**src/rtl/grf_wb.sv**
```systemverilog
// W-stage writeback register file: 32x32 array with $0 hardwired to zero,
// two combinational read ports with optional write bypass, and a commit trace.
module grf_wb #(
    parameter bit INTERNAL_FWD = 1'b1,
    parameter bit TRACE_EN     = 1'b1
) (
    input  logic        clk,
    input  logic        reset,
    input  logic        RegWrite_W,
    input  logic [4:0]  A3_W,
    input  logic [31:0] WD_W,
    input  logic [31:0] PC_W,
    input  logic [4:0]  A1_D,
    input  logic [4:0]  A2_D,
    output logic [31:0] RD1_D,
    output logic [31:0] RD2_D,
    output logic        trace_valid,
    output logic [31:0] trace_pc,
    output logic [4:0]  trace_addr,
    output logic [31:0] trace_data,
    output logic [31:0] wr_count
);

    logic [31:0] r_regs [1:31];
    logic        r_trace_valid;
    logic [31:0] r_trace_pc;
    logic [4:0]  r_trace_addr;
    logic [31:0] r_trace_data;
    logic [31:0] r_wr_count;
    logic        w_we;

    assign w_we = RegWrite_W && (A3_W != 5'd0);

    always_ff @(posedge clk) begin
        if (!reset) begin
            for (int i = 1; i < 32; i++) begin
                r_regs[i] <= '0;
            end
        end else if (w_we) begin
            r_regs[A3_W] <= WD_W;
        end
    end

    // Trace fields only load on a commit so they keep their last value between pulses.
    always_ff @(posedge clk) begin
        if (!reset) begin
            r_trace_valid <= 1'b0;
            r_trace_pc    <= '0;
            r_trace_addr  <= '0;
            r_trace_data  <= '0;
        end else begin
            r_trace_valid <= w_we && TRACE_EN;
            if (w_we && TRACE_EN) begin
                r_trace_pc   <= PC_W;
                r_trace_addr <= A3_W;
                r_trace_data <= WD_W;
            end
        end
    end

    always_ff @(posedge clk) begin
        if (!reset) begin
            r_wr_count <= '0;
        end else if (w_we) begin
            r_wr_count <= r_wr_count + 32'd1;
        end
    end

    always_comb begin
        RD1_D = '0;
        if (A1_D != 5'd0) begin
            if (INTERNAL_FWD && w_we && (A1_D == A3_W)) begin
                RD1_D = WD_W;
            end else begin
                RD1_D = r_regs[A1_D];
            end
        end
    end

    always_comb begin
        RD2_D = '0;
        if (A2_D != 5'd0) begin
            if (INTERNAL_FWD && w_we && (A2_D == A3_W)) begin
                RD2_D = WD_W;
            end else begin
                RD2_D = r_regs[A2_D];
            end
        end
    end

    assign trace_valid = r_trace_valid;
    assign trace_pc    = r_trace_pc;
    assign trace_addr  = r_trace_addr;
    assign trace_data  = r_trace_data;
    assign wr_count    = r_wr_count;

endmodule

```
**config.mk**
```make
export PLATFORM = sky130hd
export DESIGN_NAME = grf_wb
export DESIGN_NICKNAME = d
export VERILOG_FILES = /design/src/rtl/grf_wb.sv
export SDC_FILE = /design/constraint.sdc
export NUM_CORES = 2
export LEC_CHECK = 0
export ABC_AREA = 1
export BUFFER_PORTS_ARGS = -buffer_cell sky130_fd_sc_hd__clkbuf_2
export CAP_MARGIN = 20
export CORE_UTILIZATION = 45
export DETAILED_ROUTE_END_ITERATION = 8
export GPL_TIMING_DRIVEN = 1
export SETUP_SLACK_MARGIN = 0.3
export SLEW_MARGIN = 20
export SYNTH_ARGS = -nofsm -noshare
export SYNTH_HDL_FRONTEND = slang
export SYNTH_SLANG_ARGS = --single-unit
```
**constraint.sdc**
```tcl
create_clock -name clk -period 2.5 [get_ports clk]
set_clock_uncertainty 0.1 [all_clocks]
set_input_delay 0 -clock clk [delete_from_list [all_inputs] [get_ports clk]]
set_output_delay 0 -clock clk [all_outputs]
set_load 0.01 [all_outputs]
```
==> results.txt <==
* Result of the run: complete, no violations
- Sequential fraction of the synthesis area: 53.69%
- Arrival time at the worst endpoint: 2.34 ns
* Total inserted antenna cells: 0
- The cell area that synthesis handed to floorplanning was 61,080 um^2.
- Worst flop-to-flop path endpoint: wr_count[16]$_SDFFE_PN0P_
- Among all stages on the critical path, the largest delay is contributed by sky130_fd_sc_hd__edfxtp_1.
- From left edge to right edge, the die measures 370.4 um.
- CTS saw 1,126 sinks.
* Setup TNS Final: 0 ns
* Min-Delay Path Depth: 4
* Total global routing overflow: 0
- In this run the worst hold path is classified as in -> reg.
- Antenna violations before repair: 9
- Counting stages on the worst path, the most repeated cell is sky130_fd_sc_hd__nand3_1.
- Counting the buffers created by CTS gives 132.
- Yosys attributes the largest share of cell area to sky130_fd_sc_hd__edfxtp_1 50%, sky130_fd_sc_hd__nor2_1 7.4%, sky130_fd_sc_hd__o211ai_1 7.3%, sky130_fd_sc_hd__nand2_1 7.1%, sky130_fd_sc_hd__nand3_1 6.9%.
* Clock share of power: 40.9%
- Post-synthesis sequential element count: 1,126
* Post-route antenna net violation count: 0
* Via count of the first global-routing pass: 54.64k
- The detailed router finished its first iteration with 8,692 violations.
- Detailed placement ended at an HPWL of 155,600 um.
- Highest attainable clock frequency: 409.4 MHz
- The root buffer cell chosen for the clock tree is sky130_fd_sc_hd__clkbuf_16.
- Maximum clock insertion buffer count: 3
* Power Density: 671.5 nW/um^2
- The die is 370.4 um tall.
- Setup repair after global routing could not meet its margin everywhere.
* Worst slack, placed: 0.2280 ns
- STA puts the critical path data required time at 2.40 ns.
- Fraction of power spent switching nets: 27.50%
- DRC: 0
* Post-route clock period utilization: 97.70%
- First-pass iteration count of the detailed router: 8
- In the final design database the tool counted 7,639 nets.
- Walking the worst path, the cells encountered are or2_2, nand3_1, nand3_1, nand3_1, nand3_1, nand3_1, a21oi_1, clkbuf_2.
* Maximum VDD drop: 0.0005772 V
- Port buffering added 247 buffers.
- Top-level port count: 248
* Netlist cell types: 33
- Logic pwr share: 15.0%
* Launch instance of the worst min-delay path: WD_W[18]
- The largest single stage delay on the critical path is 0.37 ns.
- After floorplanning, the core was divided into 134 placement rows.
* Number of failing hold endpoints at the final stage: 0
- Post-detailed-routing wire length: 251,500 um
- Sort of element at the end of the critical path: primary output
- Pin count of the biggest net entering global routing: 148
- Max Transition Viols Final: 0
- Fraction of layout instances using a drive strength above 1: 17.34%
- Minimum clock period: 2.443 ns
- Yosys printed 0 warnings.
- Launching point of the worst reg2reg path: wr_count[2]$_SDFFE_PN0P_
- Gate count after technology mapping: 7,290
* Share of the synthesized area in the top cell type: 50.34%
* Number of vias per cell after detailed routing: 6.156
- Synthesized area per cell: 8.379 um^2
- Terminating pin of the worst hold path: trace_data[18]$_SDFFE_PN0P_
- Clock latency at the later pin of the worst-skew pair: 0.77 ns
* Critical setup path kind: reg -> out
* Overall global routing resource usage: 36.01%
* Register-to-Register Path Depth: 9
- Hold timing on the final database bottoms out at a slack of 0.06163 ns.
* Number of setup violations in the final report: 0
- Starting density of the core: 45.54%
- The region available for standard cell placement spans 134,100 um^2.
* Placer Congestion: 0.9331
* Growth of design area from synthesis to finish: 22.07%
- The number of buffers and inverters on the critical path is 1.
- Setup slack on the critical path of the routed design comes to 0.05743 ns.
- Clock-pin slew was measured on the worst setup and hold paths at 0.06 ns.
* Nature of the critical path startpoint: flop
- Switching pwr: 0.01377 W
* Internal power: 0.03630 W
- TritonCTS clock tree: built
* Worst path top cell family by delay: simple AND/OR/NAND/NOR gates
- Overall die area: 137,200 um^2
- The analysis attributes to cell leakage a power of 29.64 nW.
- Registers are responsible for 44.0% of the overall power.
- At the pin with the least slew margin, the transition time is 1.106 ns.
- Max-cap violations in this run came to 0.
- The biggest area contributor in the post-synthesis netlist is sky130_fd_sc_hd__edfxtp_1.
- Maximum level of the CTS H-tree: 4
- Summing over every cut layer, the via total after detailed routing is 58.03k.
- Largest fanout on the critical path: 2
- For flop-to-flop paths, the worst setup slack is 0.42 ns.
- The first global-routing pass estimated 362,300 um of wire.
* Worst relative slew slack: 26.24%
* Avg WL per Cell: 26.68 um
final cells by class:
cell class              instances  area [um^2]
clock buffers                 166         3630
flip-flops and latches       1126        32790
well taps                    1768         2212
clock inverters                71        854.6
repair buffers                775         7466
multi-input cells            4887        25210
inverters                     634         2395
fillers                     11810        59570
cell families (layout without fill, tap and decap cells):
logic type / count (synthesis) / after routing / share of synthesized area [%]
AO/OA/AOI/OAI: 1562 / 1562 / 15.25
XOR/XNOR: 11 / 11 / 0.1577
adder cells (fa/ha/maj): 1 / 1 / 0.02048
buffers and inverters: 1308 / 1646 / 8.646
flip-flops: 1126 / 1126 / 53.69
other: 1 / 32 / 0.006139
AND/OR/NAND/NOR: 3281 / 3281 / 22.24
routing by layer:
metal  routed length, um  up-vias  track usage, %
met1               95400    27730           48.09
li1                    -    25430               -
met3               31560      718           7.588
met5                   9        -               0
met4               13060        2           18.35
met2              111500     4159           55.24
worst min-delay path: stages:
cell and delay [ns]:
sky130_fd_sc_hd__dlygate4sd3_1 0.55, sky130_fd_sc_hd__clkbuf_2 0.17, sky130_fd_sc_hd__inv_1 0.09, sky130_fd_sc_hd__a21oi_1 0.06
cell usage after synthesis, drive strengths merged:
| library cell | number |
|---|---|
| nor2 | 1209 |
| nand2 | 1156 |
| edfxtp | 1024 |
| nand3 | 846 |
| inv | 630 |
| o211ai | 597 |
| o21ai | 510 |
| a21oi | 454 |
| buf | 339 |
| clkbuf | 335 |
| dfxtp | 102 |
| nor3 | 27 |
| or2 | 27 |
| nand3b | 7 |
| nand4 | 6 |
| xnor2 | 6 |
| xor2 | 5 |
| clkinv | 4 |
| nor4 | 2 |
| a31oi | 1 |
| and2 | 1 |
| conb | 1 |
| ha | 1 |
sequential cells by signal (all words and copies together) (netlist names):
register and cells:
trace_addr 5, wr_count 32, trace_pc 32, r_regs 1024, trace_data 32, trace_valid 1
placed cells by master (no fill, tap or decap), types with 139 or more instances in the layout:
cell and n:
sky130_fd_sc_hd__nor2_1 1178, sky130_fd_sc_hd__nand3_1 693, sky130_fd_sc_hd__edfxtp_1 1024, sky130_fd_sc_hd__dlygate4sd3_1 162, sky130_fd_sc_hd__inv_1 574, sky130_fd_sc_hd__o21ai_0 426
sky130_fd_sc_hd__buf_4 231, sky130_fd_sc_hd__clkbuf_16 139, sky130_fd_sc_hd__a21oi_1 371, sky130_fd_sc_hd__clkbuf_2 197, sky130_fd_sc_hd__o211ai_1 597, sky130_fd_sc_hd__nand2_1 987
power groups by stage:
stage / Combinational [W] / Sequential (W) / Clock (W)
after global placement: 0.00642 / 0.0224 / 0
after CTS: 0.00715 / 0.0220 / 0.0206
after floorplan: 0.00364 / 0.0223 / 0
after detailed placement: 0.00650 / 0.0224 / 0
final: 0.00752 / 0.0220 / 0.0205
after global routing: 0.00793 / 0.0221 / 0.0212
stage by stage:
stage / util, % / cells / total power [W] / area [um^2]
after floorplan: - / 7321 / 0.02590 / 61200
after global placement: 49.44 / 9021 / 0.02877 / 66310
after detailed placement: 49.44 / 9021 / 0.02888 / 66310
after CTS: 55.18 / 9424 / 0.04974 / 74020
after global routing: 55.59 / 9427 / 0.05130 / 74560
final: 55.59 / 9427 / 0.05007 / 74560
how the worst max path moves through the flow:
| stage | from | endpoint | slack, ns | cells after the start |
|---|---|---|---|---|
| final | r_regs[20][9]$_SDFFCE_PN0P_ | RD2_D[9] | 0.06 | 8 |
| after global routing | r_regs[13][22]$_SDFFCE_PN0P_ | RD1_D[22] | 0.003 | 11 |
| after CTS | r_regs[29][8]$_SDFFCE_PN0P_ | RD2_D[8] | 0.07 | 11 |
| after detailed placement | A3_W[4] | r_regs[25][21]$_SDFFCE_PN0P_ | 0.23 | 6 |
| after global placement | A3_W[4] | r_regs[25][29]$_SDFFCE_PN0P_ | 0.13 | 6 |
| after floorplan | A3_W[4] | r_regs[17][0]$_SDFFCE_PN0P_ | 0.21 | 10 |
repair_timing:
action                                  in CTS  in global routing
hold buffers                               162                  0
gates resized for setup                    441                213
gates cloned                                 0                  0
pin swaps                                  211                175
buffers inserted                             4                  3
endpoints found under the setup margin      67                 88
endpoints found under the hold margin     1067                  0
Note: power is estimated with default switching activity, not from simulation.
